==> src/rtl/placar_basquete_param.sv <==
// Basketball scoreboard: per-team score channels, shot clock with buzzer, error LED.
// Define PLACAR_UNDO_EN to add the one-deep undo port (desfazer).
module placar_canal #(
  parameter int W = 8
) (
  input  logic         clk,
  input  logic         clr_n,
  input  logic         ld,
  input  logic [W-1:0] d,
  output logic [W-1:0] q
);
  always_ff @(posedge clk or negedge clr_n)
    if (!clr_n)  q <= '0;
    else if (ld) q <= d;
endmodule

module placar_basquete_param #(
  parameter int N_TIMES    = 2,
  parameter int PONTOS_W   = 8,
  parameter int MAX_PONTOS = 199,
  parameter int T_LONGO    = 24,
  parameter int T_CURTO    = 14,
  parameter int BUZ_TICKS  = 3
) (
  input  logic                          clk,
  input  logic                          clr_n,
  input  logic                          tick,
  input  logic                          evento,
  input  logic [$clog2(N_TIMES)-1:0]    sel_time,
  input  logic [1:0]                    pontos,
  input  logic                          negativo,
  input  logic                          recarga,
  input  logic                          curto,
  input  logic                          parar,
`ifdef PLACAR_UNDO_EN
  input  logic                          desfazer,
`endif
  output logic [N_TIMES*PONTOS_W-1:0]   placar,
  output logic [$clog2(T_LONGO+1)-1:0]  cronometro,
  output logic                          buzzer,
  output logic                          led_erro
);
  localparam int SEL_W = $clog2(N_TIMES);
  localparam int CR_W  = $clog2(T_LONGO+1);
  localparam int BZ_W  = $clog2(BUZ_TICKS+1);
  localparam int S_W   = PONTOS_W + 2;

  typedef enum logic [1:0] {PARADO, CONTANDO, ESGOTADO} est_t;

  logic [N_TIMES-1:0][PONTOS_W-1:0] pts;
  logic [N_TIMES-1:0]               ld;
  logic [PONTOS_W-1:0]              cur, novo, d_val;
  logic [S_W-1:0]                   soma;
  logic                             sel_ok, req, aceita, rejeita, do_ld;
  logic [SEL_W-1:0]                 ld_sel;
  logic                             desf_ok, desf_err;
  logic [SEL_W-1:0]                 undo_sel;
  logic [PONTOS_W-1:0]              undo_val;

  always_comb begin
    cur    = '0;
    sel_ok = 1'b0;
    for (int i = 0; i < N_TIMES; i++)
      if (sel_time == SEL_W'(i)) begin
        cur    = pts[i];
        sel_ok = 1'b1;
      end
  end

  assign soma    = S_W'(cur) + S_W'(pontos);
  assign req     = evento && (pontos != 2'd0);
  assign aceita  = req && sel_ok &&
                   (negativo ? (S_W'(cur) >= S_W'(pontos)) : (soma <= S_W'(MAX_PONTOS)));
  assign rejeita = req && !aceita;
  assign novo    = negativo ? PONTOS_W'(S_W'(cur) - S_W'(pontos)) : soma[PONTOS_W-1:0];

`ifdef PLACAR_UNDO_EN
  // A score request in the same cycle wins; the undo strobe is then ignored.
  logic undo_vld;
  assign desf_ok  = desfazer && !req && undo_vld;
  assign desf_err = desfazer && !req && !undo_vld;
  always_ff @(posedge clk or negedge clr_n)
    if (!clr_n) begin
      undo_vld <= 1'b0;
      undo_sel <= '0;
      undo_val <= '0;
    end else if (aceita) begin
      undo_vld <= 1'b1;
      undo_sel <= sel_time;
      undo_val <= cur;
    end else if (desf_ok) begin
      undo_vld <= 1'b0;
    end
`else
  assign desf_ok  = 1'b0;
  assign desf_err = 1'b0;
  assign undo_sel = '0;
  assign undo_val = '0;
`endif

  assign do_ld  = aceita || desf_ok;
  assign ld_sel = desf_ok ? undo_sel : sel_time;
  assign d_val  = desf_ok ? undo_val : novo;

  always_comb
    for (int i = 0; i < N_TIMES; i++)
      ld[i] = do_ld && (ld_sel == SEL_W'(i));

  placar_canal #(.W(PONTOS_W)) u_canal [N_TIMES-1:0] (
    .clk   (clk),
    .clr_n (clr_n),
    .ld    (ld),
    .d     ({N_TIMES{d_val}}),
    .q     (pts)
  );

  assign placar = pts;

  always_ff @(posedge clk or negedge clr_n)
    if (!clr_n)                   led_erro <= 1'b0;
    else if (rejeita || desf_err) led_erro <= 1'b1;
    else if (do_ld)               led_erro <= 1'b0;

  // Shot clock: any reload (explicit or from an accepted basket) beats a tick.
  est_t             est, est_n;
  logic [CR_W-1:0]  cron_n;
  logic [BZ_W-1:0]  buz_cnt, buz_n;
  logic             recarga_ef;

  assign recarga_ef = recarga || (aceita && !negativo);

  always_comb begin
    est_n  = est;
    cron_n = cronometro;
    buz_n  = buz_cnt;
    if (recarga_ef) begin
      cron_n = (recarga && curto) ? CR_W'(T_CURTO) : CR_W'(T_LONGO);
      buz_n  = '0;
      est_n  = parar ? PARADO : CONTANDO;
    end else begin
      case (est)
        PARADO:   if (!parar) est_n = CONTANDO;
        CONTANDO:
          if (parar) est_n = PARADO;
          else if (tick) begin
            if (cronometro <= CR_W'(1)) begin
              cron_n = '0;
              buz_n  = BZ_W'(BUZ_TICKS);
              est_n  = ESGOTADO;
            end else begin
              cron_n = cronometro - CR_W'(1);
            end
          end
        ESGOTADO: if (tick && buz_cnt != '0) buz_n = buz_cnt - BZ_W'(1);
        default:  est_n = PARADO;
      endcase
    end
  end

  always_ff @(posedge clk or negedge clr_n)
    if (!clr_n) begin
      est        <= PARADO;
      cronometro <= CR_W'(T_LONGO);
      buz_cnt    <= '0;
    end else begin
      est        <= est_n;
      cronometro <= cron_n;
      buz_cnt    <= buz_n;
    end

  assign buzzer = (buz_cnt != '0);
endmodule
==> config.mk <==
export PLATFORM = sky130hd
export DESIGN_NAME = placar_basquete_param
export DESIGN_NICKNAME = d
export VERILOG_FILES = /design/src/rtl/placar_basquete_param.sv
export SDC_FILE = /design/constraint.sdc
export NUM_CORES = 1
export LEC_CHECK = 0
export ABC_AREA = 1
export BUFFER_PORTS_ARGS = -buffer_cell sky130_fd_sc_hd__buf_2
export CAP_MARGIN = 10
export CELL_PAD_IN_SITES_DETAIL_PLACEMENT = 0
export CELL_PAD_IN_SITES_GLOBAL_PLACEMENT = 1
export CORE_ASPECT_RATIO = 0.6
export CORE_MARGIN = 1.5
export CORE_UTILIZATION = 36
export CTS_CLUSTER_SIZE = 24
export DETAILED_ROUTE_END_ITERATION = 16
export PLACE_DENSITY_LB_ADDON = 0.25
export SYNTH_ARGS = -nofsm -noshare
export SYNTH_HDL_FRONTEND = slang
export SYNTH_SLANG_ARGS = --single-unit
==> constraint.sdc <==
create_clock -name clk -period 2.49 [get_ports clk]
set_input_delay 0.498 -clock clk [delete_from_list [all_inputs] [get_ports clk]]
set_output_delay 0.498 -clock clk [all_outputs]
set_load 0.005 [all_outputs]
=== Word level (Yosys, flattened, before mapping) ===
Cells that the tools add are included.

* Logic and storage cells: 70
* Bits of input ports: 11
* ROM bits: 0
* Register bits after elaboration: 26
* Output and inout port bits: 23
* Latch bits: 0
* Memory bits (writable): 0
* Memories kept: 0

* Mux-type cells: 24
* Bitwise logic cells: 1
* Shifts and indexed selects: 0
* Add/sub/neg operators: 4
* Magnitude comparators: 3
* Reduce and logical (&&, ||, !) cells: 21
* Divide/modulo/power cells: 0
* Equal/unequal tests: 11
* Multipliers: 0

{| class="wikitable"
|+ Operators by type and width
! cell !! count
|-
| 2-to-1 mux 5 bit || 6
|-
| 2-to-1 mux 2 bit || 10
|-
| 2-to-1 mux 8 bit || 2
|-
| inequality test 3 bit (second input constant) || 5
|-
| nonzero test 2 bit || 5
|-
| adder 8 x 2 -> 9 bit || 1
|-
| <= comparator 9 x 8 -> 1 bit (second input constant) || 1
|-
| >= comparator 8 x 2 -> 1 bit || 1
|-
| logical AND 1 bit || 8
|-
| inequality test 4 bit (second input constant) || 2
|-
| subtractor 8 x 2 -> 8 bit || 1
|-
| case mux 2 bit (3 select lines) || 1
|-
| <= comparator 5 x 1 -> 1 bit (second input constant) || 1
|-
| AND reduction 5 bit || 1
|-
| subtractor 5 x 1 -> 5 bit (second input constant) || 1
|-
| 2-to-1 mux 1 bit || 4
|-
| case mux 2 bit (2 select lines) || 1
|-
| AND reduction 4 bit || 1
|-
| AND reduction 3 bit || 1
|-
| nonzero test 3 bit || 1
|-
| == test 2 x 1 -> 1 bit (second input constant) || 1
|-
| == test 2 bit (second input constant) || 1
|-
| logical NOT 1 bit || 2
|-
| logical NOT 2 bit || 1
|-
| other kinds (5) || 5
|}

=== Logic depth before layout (Yosys ltp) ===
Gate-level depths: netlist of run 1.

* Depth in word-level cells: 9
* Gate-level depth with buffers: 21
* Mapped depth without buffers: 20

=== Hierarchy ===
From an unflattened synthesis of run 1, not the netlist that was laid out.

* Cells, all modules: 284
* Area total of the unflattened synthesis: 1966.9 um2

{| class="wikitable"
|+ Modules (own cells, without submodules)
! module !! area an instance (um2) !! seq. area each (um2) !! cells an instance !! instances
|-
| placar_basquete_param || 1356.3 || 252.7 || 216 || 1
|-
| placar_canal || 305.3 || 200.2 || 34 || 2
|}

=== Least setup slack after synthesis of run 1 ===
No wires, ideal clock.

* Path kind: input to register
* From: input port sel_time
* To: register u_canal[0].q[0]
* Path buffers: 2
* Setup time: 0.065 ns
* Setup slack: -0.357 ns
* Arrival time: 2.782 ns
* Stages on the path: 18
* Data required time: 2.425 ns
* Cells stage by stage: inv_2 buf_2 or2_2 o21ai_0 inv_1 ha_1 inv_1 nand2_1 nand2_1 nand2_2 xor2_1 nand3_2 nand2_2 nand2_2 a21boi_4 buf_6 nand3_1 nand2_1

* Cells in the longest elaborated chain, start to end: 6
* Elaborated cells between the ends (all ways): 10
* Classes of those cells: 2 x add/sub; 2 x order compare; 3 x mux; 1 x bitwise; 2 x reduce/logical

{| class="wikitable"
|+ Ends and longest elaborated chain
! item !! RTL line !! text
|-
| start: declaration || 29 || <nowiki>input logic [$clog2(N_TIMES)-1:0] sel_time,</nowiki>
|-
| 2-to-1 mux 8 bit || 64 || <nowiki>if (sel_time == SEL_W'(i)) begin</nowiki>
|-
| adder 8 x 2 -> 9 bit || 70 || <nowiki>assign soma = S_W'(cur) + S_W'(pontos);</nowiki>
|-
| <= comparator 9 x 8 -> 1 bit || 73 || <nowiki>(negativo ? (S_W'(cur) >= S_W'(pontos)) : (soma <= S_W'(MAX_PONTOS)));</nowiki>
|-
| 2-to-1 mux 1 bit || 73 ||
|-
| logical AND 1 bit || 72 || <nowiki>assign aceita = req && sel_ok &&</nowiki>
|-
| logical AND 1 bit || 107 || <nowiki>ld[i] = do_ld && (ld_sel == SEL_W'(i));</nowiki>
|-
| end signal: assignment || 13 || <nowiki>if (!clr_n) q <= '0;</nowiki>
|-
| end signal: assignment || 14 || <nowiki>else if (ld) q <= d;</nowiki>
|-
| end: declaration || 10 || <nowiki>output logic [W-1:0] q</nowiki>
|}

Several ways; a longest one is shown, not always the timed one.
A chain may end at the register's enable or synchronous reset.

=== Worst setup path after layout of run 1 ===
* From: register u_canal[1].q[0]
* To: register u_canal[0].q[3]

* Cells in the longest elaborated chain, start to end: 6
* Elaborated cells between the ends (all ways): 9
* Classes of those cells: 2 x add/sub; 2 x order compare; 3 x mux; 2 x reduce/logical

{| class="wikitable"
|+ Ends and longest elaborated chain
! item !! RTL line
|-
| start: declaration || 10
|-
| start signal: assignment || 13
|-
| start signal: assignment || 14
|-
| 2-to-1 mux 8 bit * || 64
|-
| adder 8 x 2 -> 9 bit || 70
|-
| <= comparator 9 x 8 -> 1 bit || 73
|-
| 2-to-1 mux 1 bit || 73
|-
| logical AND 1 bit || 72
|-
| logical AND 1 bit || 107
|}

Every way passes the cells marked *; elsewhere a longest branch is shown, timed or not.

==> flow_summary.json, run 1 <==
{
  "power_leakage_nw": 1.39,
  "drt-initial-drc-count": 106,
  "synth.top_cells.by_area": "sky130_fd_sc_hd__dfrtp_1 (31%), sky130_fd_sc_hd__nand2_1 (16%), sky130_fd_sc_hd__inv_1 (6.7%)",
  "grt_busiest_layer": "met1",
  "grt_util_all_layers_pct": 18.6,
  "violations_in_the_final_reports": "setup timing",
  "wl_per_cell_um": 13.3,
  "unrepaired_setup_endpoints_after_global_routing": "true",
  "route.detailed.drc": 0,
  "yosysTopAreaCellShare_pct": 30.6,
  "initial_core_util_pct": 38.0,
  "synth_edf_count": 0,
  "netlist_area_mm2": 0.00196,
  "syn_nets": 297,
  "fin_worst_skew_ns": 0.00421,
  "antenna_nets_post_route": 0,
  "antenna_found_initial": 0,
  "clock_insertion_delay_worst_skew_ns": 0.27,
  "status": "finished with violations",
  "crit_required_ns": 2.70,
  "worst_hold_path_type": "in -> async",
  "postSynth.asyncResetShare_pct": 100,
  "grt_first_pass_wirelength_um": 8610,
  "core_mm2": 0.00515,
  "postSynthAreaPerCell_um2": 7.08,
  "critical_path.max_fanout": 7,
  "detail_route.vias_per_cell": 4.73,
  "most_used_cells_in_the_layout_excluding_fill_and_tap_cells": "sky130_fd_sc_hd__nand2_1 (75), sky130_fd_sc_hd__buf_2 (32), sky130_fd_sc_hd__inv_1 (30)",
  "dr_total_vias": 1926,
  "layout.filler_cells": 526,
  "finalSetupViolCount": 5,
  "cts_root_buffer": "sky130_fd_sc_hd__clkbuf_8",
  "final_layout_size_suffix_gt1_share_pct": 36.4,
  "synth.ff_latch_count": 26,
  "synth_seq_area_share_pct": 33.3,
  "multiInputGateArea_mm2": 0.00128,
  "finalWirelength_um": 5390,
  "vias_in_the_first_global_route": 1712,
  "grt_max_degree": 27,
  "synth.distinct_cells": 31,
  "core.rowCount": 20,
  "die_area_mm2": 0.00591,
  "place_area_mm2": 0.00241,
  "timing_max_transition_violations_final": 0,
  "relSlewSlack_pct": 61.4,
  "timing.critical_path.to_type": "register",
  "design_power_total_mw": 2.11,
  "power_per_cell_area_mw_per_mm2": 795,
  "drt_pre_antenna_iters": 4,
  "fin_area_mm2": 0.00266,
  "postSynth.topFlopCell": "sky130_fd_sc_hd__dfrtp_1",
  "placer_congestion_estimate": 0.823,
  "clkSlewWorstSetupHoldPaths_ns": 0.09,
  "criticalPathCategory": "reg -> reg",
  "max_clock_freq_mhz": 399,
  "maxCapViolCount": 0,
  "place.port_buffers": 33,
  "groute.layer.met2.usage_pct": 25.7,
  "timing_hold_violations_final": 0,
  "synth_area_leader_cell": "sky130_fd_sc_hd__dfrtp_1",
  "area_delta_synth_final_pct": 35.4,
  "sequential_cell_area_um2": 653,
  "num-nets-final": 362,
  "cts-root-to-sink-buffers": 2,
  "layout_setup_ws_ns": -0.0191,
  "tritoncts": "built",
  "synthesis.yosys.warnings": 0,
  "globalRouteOverflowTotal": 0,
  "critical_path.startpoint_type": "register",
  "met3_demand_to_capacity_share_in_global_routing_pct": 4.09,
  "final_critical_path_time_including_i_o_delays_and_setup_ns": 2.51,
  "antenna-diode-count": 0,
  "power.ir.vdd_worst_uv": 304,
  "layout.cells.most_common": "sky130_fd_sc_hd__nand2_1",
  "htree_num_levels": 1,
  "arr_time_crit_path_ns": 2.72,
  "grt_use_met1_pct": 29.6,
  "io_pins": 34,
  "cts-buffers-inserted": 3,
  "die_height_um": 60.2,
  "place_hpwl_um": 4220,
  "least_margin_pin_slew_ns": 0.578,
  "cts.sinks": 26,
  "die_w_um": 98.3,
  "syn-instance-count": 277,
  "min_period_over_period_pct": 101
}
-- worst paths after layout --
path	slack (ns)	end	cells after the start	startpoint
hold / removal	0.21	cronometro[0]	1	clr_n
setup reg to reg	-0.02	u_canal[0].q[3]	18	u_canal[1].q[0]
min in group clk	0.51	cronometro[4]	2	cronometro[4]
max in group asynchronous	1.89	led_erro	1	clr_n
hold reg to reg	0.51	cronometro[4]	2	cronometro[4]
setup / recovery	-0.02	u_canal[0].q[3]	18	u_canal[1].q[0]
-- critical path: stages (launching register included) --
cell                       delay (ns)
sky130_fd_sc_hd__dfrtp_1         0.40
sky130_fd_sc_hd__or2_4           0.24
sky130_fd_sc_hd__o21ai_4         0.07
sky130_fd_sc_hd__inv_2           0.06
sky130_fd_sc_hd__ha_4            0.16
sky130_fd_sc_hd__fa_2            0.34
sky130_fd_sc_hd__inv_2           0.09
sky130_fd_sc_hd__nor2_4          0.05
sky130_fd_sc_hd__nand2_1         0.06
sky130_fd_sc_hd__nand2_1         0.06
sky130_fd_sc_hd__nand2_2         0.08
sky130_fd_sc_hd__nand3_2         0.07
sky130_fd_sc_hd__nand2_2         0.09
sky130_fd_sc_hd__nand2_2         0.06
sky130_fd_sc_hd__a21boi_4        0.17
sky130_fd_sc_hd__buf_12          0.16
sky130_fd_sc_hd__buf_6           0.12
sky130_fd_sc_hd__nand3_1         0.08
sky130_fd_sc_hd__nand2_1         0.09
-- state kept, by name (all words and copies together) (netlist names) --
name and count:
est 2, cronometro 5, led_erro 1, u_canal.q 16, buz_cnt 2
-- final cells by class --
class,count,area share [%]
well taps,66,3.11
clock buffers,4,2.07
repair buffers,64,16.3
flip-flops and latches,26,24.6
multi-input cells,209,48.1
inverters,38,5.84
-- through the flow --
stage | instances | util (%) | setup WS, ns | setup TNS (ns) | hold slack (ns)
floorplan | 277 | - | -0.111 | -1.74 | 0.202
global placement | 395 | 46.8 | -0.378 | -8.92 | 0.480
detailed placement | 395 | 46.8 | -0.437 | -10.13 | 0.492
CTS | 402 | 49.3 | -0.0103 | -0.0103 | 0.228
global route | 407 | 51.5 | -0.142 | -2.17 | 0.256
finish | 407 | 51.5 | -0.0191 | -0.0417 | 0.213
-- synth_stat cells, types with 2 or more instances --
cell / count
sky130_fd_sc_hd__nand2_1: 81
sky130_fd_sc_hd__inv_1: 35
sky130_fd_sc_hd__nand3_1: 26
sky130_fd_sc_hd__dfrtp_1: 24
sky130_fd_sc_hd__o21ai_0: 22
sky130_fd_sc_hd__nor2_1: 17
sky130_fd_sc_hd__a21oi_1: 10
sky130_fd_sc_hd__nand2_2: 10
sky130_fd_sc_hd__ha_1: 7
sky130_fd_sc_hd__nand2_4: 5
sky130_fd_sc_hd__nand4_1: 5
sky130_fd_sc_hd__xor2_1: 4
sky130_fd_sc_hd__buf_2: 3
sky130_fd_sc_hd__nor2_4: 3
sky130_fd_sc_hd__buf_6: 2
sky130_fd_sc_hd__dfstp_2: 2
sky130_fd_sc_hd__fa_1: 2
sky130_fd_sc_hd__inv_2: 2
sky130_fd_sc_hd__nor3_1: 2
sky130_fd_sc_hd__o21ai_1: 2
sky130_fd_sc_hd__or2_2: 2
sky130_fd_sc_hd__xnor2_1: 2
-- timing repair --
| item | in CTS | in global routing |
|---|---|---|
| resized for setup | 9 | 19 |
| cloned | 0 | 1 |
| endpoints found under the setup margin | 25 | 26 |
| buffers inserted | 3 | 4 |
| endpoints found under the hold margin | 0 | 0 |
| pin swaps | 7 | 16 |
| hold buffers | 0 | 0 |
-- routing by layer --
metal,vias to the layer above,routed length [µm]
met3,4,342
met4,0,31
met2,51,2060
met1,857,2960
li1,1014,-
met5,-,0
-- kinds of logic after synthesis --
kind of cell,synth area share (%)
and+or+nand+nor,37.5
xor gates and xnor gates,2.68
DFF,33.3
adders and majority gates,6.51
buffers and inverters,9.19
AOI/OAI and AO/OA,10.8
-- power by group --
group          switching (mW)  internal [mW]
logic                   0.639          0.514
registers               0.137          0.550
clock network           0.131          0.141
total                   0.906           1.21
No activity file was read; power rests on OpenSTA's default activity.
==> run 2: changes to the inputs <==
Settings changed: ABC_AREA 1 to unset, CORE_UTILIZATION 36 to 38.
==> run 2 against run 1 <==
Against the previous run:
- the flow still finishes with violations (setup timing)
- critical path depth down 7
- register-to-register slack lost 0.19 ns
- clock-buffer cell count is 1 lower
- synthesized area is 4.5% lower
- via count shrank 10%
- final cell count fell by 20%
- critical endpoint is now u_canal[0].q[0]
==> flow_summary.json, run 2 <==
{
  "status": "finished with violations",
  "violations_in_the_final_reports": "setup timing",
  "core_mm2": 0.00466,
  "layout_setup_ws_ns": -0.207,
  "final_layout_size_suffix_gt1_share_pct": 46.9,
  "synthesis.yosys.warnings": 0,
  "met3_demand_to_capacity_share_in_global_routing_pct": 3.73,
  "vias_in_the_first_global_route": 1628,
  "fin_util_pct": 56.7,
  "timing.critical_path.to_type": "register",
  "max_clock_freq_mhz": 371,
  "clkSlewWorstSetupHoldPaths_ns": 0.10,
  "finalWirelength_um": 5070,
  "grt_max_degree": 27,
  "largest-register": "u_canal.q",
  "relSlewSlack_pct": 60.9,
  "critical_path.startpoint_type": "register",
  "crit_required_ns": 2.67,
  "die_area_mm2": 0.00537,
  "num-nets-final": 283,
  "route.detailed.drc": 0,
  "synth.distinct_cells": 49,
  "min_period_over_period_pct": 108,
  "antenna-diode-count": 0,
  "die_height_um": 57.4,
  "power.ir.vdd_worst_uv": 497,
  "cts_root_buffer": "sky130_fd_sc_hd__clkbuf_8",
  "r2r_end": "u_canal[0].q[0]",
  "fin_worst_skew_ns": 0.00462,
  "unrepaired_setup_endpoints_after_global_routing": "true",
  "postSynthAreaPerCell_um2": 9.75,
  "cts-root-to-sink-buffers": 2,
  "worst_hold_slack_ns": 0.207,
  "layout.cells.most_common": "sky130_fd_sc_hd__buf_4",
  "design_power_total_mw": 2.47,
  "tritoncts": "built",
  "final_critical_path_time_including_i_o_delays_and_setup_ns": 2.70,
  "maxCapViolCount": 0,
  "least_margin_pin_slew_ns": 0.587,
  "largest_register_ff_count": 16,
  "synth.top_cells.by_area": "sky130_fd_sc_hd__dfrtp_1 (32%), sky130_fd_sc_hd__xor2_1 (5.6%), sky130_fd_sc_hd__mux2i_1 (5.3%)",
  "dp_worst_setup_slack_ns": -0.548,
  "critical_path.max_fanout": 6,
  "cts-buffers-inserted": 3,
  "die_w_um": 93.6,
  "fin_area_mm2": 0.00264,
  "htree_num_levels": 1,
  "post-synth-top-count-cell": "sky130_fd_sc_hd__dfrtp_1",
  "detail_route.vias_per_cell": 5.33,
  "cts.sinks": 26,
  "grt_use_met1_pct": 31.7,
  "criticalPathCategory": "reg -> reg",
  "place_area_mm2": 0.00233,
  "arr_time_crit_path_ns": 2.87,
  "timing_max_transition_violations_final": 0,
  "grt_busiest_layer": "met1",
  "most_used_cells_in_the_layout_excluding_fill_and_tap_cells": "sky130_fd_sc_hd__buf_4 (37), sky130_fd_sc_hd__buf_2 (32), sky130_fd_sc_hd__dfrtp_1 (24)",
  "drt-initial-drc-count": 113,
  "synth_edf_count": 0,
  "netlist_area_mm2": 0.00187,
  "reg2reg_slack_ns": -0.21,
  "postSynth.asyncResetShare_pct": 100,
  "wl_per_cell_um": 15.6,
  "dr_total_vias": 1732,
  "groute.layer.met2.usage_pct": 29.2,
  "finalSetupViolCount": 23,
  "syn_nets": 212,
  "area_delta_synth_final_pct": 41.1,
  "place.port_buffers": 33,
  "drt_pre_antenna_iters": 4,
  "grt_util_all_layers_pct": 20.1,
  "core.rowCount": 19,
  "place_hpwl_um": 3620,
  "layout_top_registers": "u_canal.q (16), cronometro (5)",
  "antenna_nets_post_route": 0,
  "placer_congestion_estimate": 0.909,
  "antenna_found_initial": 0,
  "synth_commonest_cells": "sky130_fd_sc_hd__dfrtp_1 (24), sky130_fd_sc_hd__a21oi_1 (19), sky130_fd_sc_hd__inv_1 (13), sky130_fd_sc_hd__nor3_1 (13), sky130_fd_sc_hd__xor2_1 (12)",
  "worst_hold_path_type": "in -> async",
  "power_per_cell_area_mw_per_mm2": 934,
  "synth_seq_area_share_pct": 34.9,
  "worst-r2r-cell-count": 11,
  "postSynth.topFlopCell": "sky130_fd_sc_hd__dfrtp_1",
  "synth.ff_latch_count": 26,
  "initial_core_util_pct": 40.2,
  "synth_area_leader_cell": "sky130_fd_sc_hd__dfrtp_1",
  "grt_first_pass_wirelength_um": 8360,
  "syn-instance-count": 192,
  "clock_insertion_delay_worst_skew_ns": 0.28,
  "yosysTopAreaCellShare_pct": 32.1,
  "io_pins": 34,
  "power_leakage_nw": 1.20,
  "timing_hold_violations_final": 0,
  "timing.rr.start": "u_canal[1].q[0]",
  "globalRouteOverflowTotal": 0
}
[run 2: critical path: stages, from the launching register on]
cell and delay, ns:
sky130_fd_sc_hd__dfrtp_1 0.42, sky130_fd_sc_hd__mux2i_1 0.19, sky130_fd_sc_hd__inv_1 0.08, sky130_fd_sc_hd__ha_2 0.18, sky130_fd_sc_hd__fa_2 0.36, sky130_fd_sc_hd__nand4b_1 0.16, sky130_fd_sc_hd__nand2_2 0.10, sky130_fd_sc_hd__buf_4 0.16
sky130_fd_sc_hd__a21oi_4 0.15, sky130_fd_sc_hd__nor3_4 0.09, sky130_fd_sc_hd__a211oi_2 0.33, sky130_fd_sc_hd__mux2_2 0.37
[run 2: cell type report]
cell class	instances	area [µm²]
inverter	13	48.8
tap	63	78.8
clock buffer	3	41.3
fill	424	2020
multi-input combinational	146	1290
timing repair buffer	73	495
sequential	26	653
clock inverter	1	30.0
[run 2: kinds of logic after synthesis]
| logic type | Yosys count | share of synthesized area (%) |
|---|---|---|
| simple gates | 61 | 19.5 |
| compound gates | 46 | 17.1 |
| flops | 26 | 34.9 |
| buf+inv | 20 | 5.48 |
| mux | 17 | 9.76 |
| xor+xnor | 13 | 6.48 |
| fa+ha+maj | 9 | 6.82 |
[run 2: repair_timing]
action	4_1_cts	5_1_grt
setup buffers	5	4
endpoints found under the setup margin	25	25
pin swaps	9	3
resized for setup	22	7
gates cloned	0	0
hold buffers	0	0
[run 2: how the worst max path moves through the flow]
stage	startpoint	end	slack [ns]	cells past startpoint
after floorplan	sel_time	u_canal[0].q[0]	-0.54	13
after global placement	sel_time	cronometro[1]	-0.45	11
after detailed placement	sel_time	u_canal[0].q[0]	-0.55	11
after CTS	u_canal[1].q[0]	u_canal[0].q[0]	-0.14	10
after global routing	u_canal[1].q[0]	u_canal[0].q[0]	-0.37	11
final	u_canal[1].q[0]	u_canal[0].q[0]	-0.21	11
[run 2: report_power, final]
| group | leakage, nW | internal, mW | switching (mW) |
|---|---|---|---|
| logic | 0.843 | 0.721 | 0.638 |
| clock network | 0.0357 | 0.215 | 0.151 |
| registers | 0.318 | 0.560 | 0.181 |
[run 2: routing by layer]
metal / routed length, µm / up-vias / share of wire, %
met5: 0 / - / 0
met4: 14 / 0 / 0.28
met3: 232 / 2 / 4.6
met2: 2130 / 36 / 42
met1: 2700 / 847 / 53
li1: - / 847 / -
[run 2: per-stage QoR]
stage | setup TNS, ns | instances
final | -2.74 | 325
after global placement | -9.79 | 312
after floorplan | -10.60 | 192
after global routing | -6.70 | 325
after detailed placement | -11.17 | 312
after CTS | -1.73 | 321
==> run 3: changes to the inputs <==
Settings changed: BUFFER_PORTS_ARGS -buffer_cell sky130_fd_sc_hd__buf_2 to -buffer_cell sky130_fd_sc_hd__buf_4.
==> run 3 against run 2 <==
Against the previous run:
- the flow still finishes with violations (setup timing)
- combinational power barely moved
- sequential cell count did not move
- worst hold slack got worse by 0.10 ns
- wire length fell by 0.18%
- fmax rose by 0.87%
- critical path type unchanged
- highest routed layer unchanged
==> flow_summary.json, run 3 (synthesis results as in run 2) <==
{
  "core_mm2": 0.00466,
  "antenna_found_initial": 0,
  "critical_path_cell_count": 10,
  "p_comb_share_pct": 57.6,
  "critical_path_cell_by_cell": "mux2i_2 -> inv_1 -> ha_2 -> fa_2 -> nand4b_1 -> nand2_2 -> a211oi_4 -> xnor2_4 -> a211oi_2 -> mux2_4",
  "grt_max_degree": 27,
  "drt-initial-drc-count": 86,
  "cts-buffers-inserted": 3,
  "die_w_um": 93.6,
  "status": "finished with violations",
  "dp_worst_setup_slack_ns": -0.536,
  "timing.rr.start": "u_canal[0].q[0]",
  "worst_hold_path_type": "in -> async",
  "worst_setup_path_startpoint": "u_canal[0].q[0]",
  "max_clock_freq_mhz": 374,
  "layout_setup_ws_ns": -0.183,
  "most_used_cells_in_the_layout_excluding_fill_and_tap_cells": "sky130_fd_sc_hd__buf_4 (62), sky130_fd_sc_hd__dfrtp_1 (24), sky130_fd_sc_hd__a21oi_1 (15)",
  "crit_path_top_delay_cell": "sky130_fd_sc_hd__dfrtp_1",
  "switching_share_pct": 39.6,
  "total_switching_power_uw": 954,
  "final_critical_path_time_including_i_o_delays_and_setup_ns": 2.67,
  "cts_root_buffer": "sky130_fd_sc_hd__clkbuf_8",
  "dr_total_vias": 1667,
  "power_leakage_nw": 1.17,
  "power_per_cell_area_mw_per_mm2": 925,
  "timing_hold_violations_final": 0,
  "antenna_nets_post_route": 0,
  "globalRouteOverflowTotal": 0,
  "grt_first_pass_wirelength_um": 8060,
  "num-nets-final": 276,
  "min_period_over_period_pct": 107,
  "fin_worst_skew_ns": 0.00654,
  "power.ir.vdd_worst_uv": 395,
  "vias_in_the_first_global_route": 1550,
  "critical_path.startpoint_type": "register",
  "cts-root-to-sink-buffers": 2,
  "worst-r2r-cell-count": 10,
  "grt_util_all_layers_pct": 19.7,
  "core.rowCount": 19,
  "timing_max_transition_violations_final": 0,
  "die_area_mm2": 0.00537,
  "io_pins": 34,
  "relSlewSlack_pct": 66.5,
  "initial_core_util_pct": 40.2,
  "place_area_mm2": 0.00237,
  "largest_register_ff_count": 16,
  "placer_congestion_estimate": 0.861,
  "layout.filler_cells": 444,
  "crit_family": "compound AO/OA/AOI/OAI gates",
  "place.port_buffers": 33,
  "cell_internal_pwr_mw": 1.46,
  "finalSetupViolCount": 24,
  "finalWirelength_um": 5070,
  "detail_route.vias_per_cell": 5.24,
  "route.detailed.drc": 0,
  "clock_power_share_pct": 11.7,
  "drt_pre_antenna_iters": 4,
  "area_delta_synth_final_pct": 39.2,
  "maxCapViolCount": 0,
  "cp.buffers_inverters": 1,
  "clock_insertion_delay_worst_skew_ns": 0.28,
  "multiInputGateArea_mm2": 0.00128,
  "final_layout_size_suffix_gt1_share_pct": 43.9,
  "wl_per_cell_um": 15.9,
  "slowest_delay_ns": 0.41,
  "die_height_um": 57.4,
  "crit_required_ns": 2.66,
  "violations_in_the_final_reports": "setup timing",
  "place_hpwl_um": 3690,
  "clkSlewWorstSetupHoldPaths_ns": 0.09,
  "layout.cells.most_common": "sky130_fd_sc_hd__buf_4",
  "arr_time_crit_path_ns": 2.84,
  "cts.sinks": 26,
  "timing.critical_path.to_type": "register",
  "largest-register": "u_canal.q",
  "worst_hold_slack_ns": 0.106,
  "least_margin_pin_slew_ns": 0.497,
  "design_power_total_mw": 2.41,
  "cts_hold_bufs": 0,
  "antenna-diode-count": 0,
  "critical_path.max_fanout": 8,
  "fin_area_mm2": 0.00261,
  "layout_top_registers": "u_canal.q (16), cronometro (5)",
  "tritoncts": "built",
  "criticalPathCategory": "reg -> reg",
  "power.sequential.fraction_pct": 30.8,
  "sequential_cell_area_um2": 653,
  "unrepaired_setup_endpoints_after_global_routing": "true",
  "htree_num_levels": 1
}
[run 3: cell types whose count changed in the layout (fill, tap and decap cells not counted), sizes merged]
cell,before,now
bufinv,1,0
clkbuf,3,4
nor3,15,16
buf,73,65
[run 3: final cells by class]
type	instances	share of cell area [%]
clock buffer	4	2.11
inverter	13	1.87
multi-input combinational	147	49.0
sequential	26	25.1
tap	63	3.03
timing repair buffer	65	18.9
[run 3: final timing paths]
path | to | slack [ns]
min reg2reg | u_canal[1].q[7] | 0.51
max in group asynchronous | cronometro[3] | 2.07
min | u_canal[0].q[5] | 0.11
max | u_canal[1].q[1] | -0.18
max reg2reg | u_canal[1].q[1] | -0.18
min in group clk | est[0] | 0.46
[run 3: what timing repair did]
item / 4_1_cts / 5_1_grt
gates cloned: 0 / 2
buffers inserted: 1 / 5
setup endpoints to repair: 25 / 26
gates resized for setup: 9 / 13
pin swaps: 3 / 2
[run 3: worst register-to-register path, stage by stage, from the launching register on]
cell                       delay [ns]
sky130_fd_sc_hd__dfrtp_1         0.41
sky130_fd_sc_hd__mux2i_2         0.20
sky130_fd_sc_hd__inv_1           0.07
sky130_fd_sc_hd__ha_2            0.18
sky130_fd_sc_hd__fa_2            0.36
sky130_fd_sc_hd__nand4b_1        0.16
sky130_fd_sc_hd__nand2_2         0.11
sky130_fd_sc_hd__a211oi_4        0.26
sky130_fd_sc_hd__xnor2_4         0.16
sky130_fd_sc_hd__a211oi_2        0.32
sky130_fd_sc_hd__mux2_4          0.33
[run 3: metal layers]
metal  global-route usage, %  share of wire, %  up-vias
met5                       0                 0        -
met4                    6.40               1.3        0
met3                    3.33               4.9        5
met2                    27.0                41       42
met1                    30.8                53      780
li1                        -                 -      840
[run 3: power by group through the flow]
stage	clock, mW	combinational [mW]	sequential [mW]
finish	0.281	1.39	0.741
global route	0.305	1.51	0.769
global placement	0	1.18	0.754
detailed placement	0	1.20	0.750
floorplan	0	0.613	0.729
CTS	0.295	1.26	0.743
[run 3: per-stage QoR]
stage | TNS, ns | util (%) | instances
2_1_floorplan | -10.60 | - | 192
3_3_place_gp | -9.00 | 50.9 | 306
3_5_place_dp | -10.38 | 50.9 | 306
4_1_cts | -2.29 | 53.3 | 311
5_1_grt | -6.38 | 55.9 | 318
6_report | -3.20 | 55.9 | 318
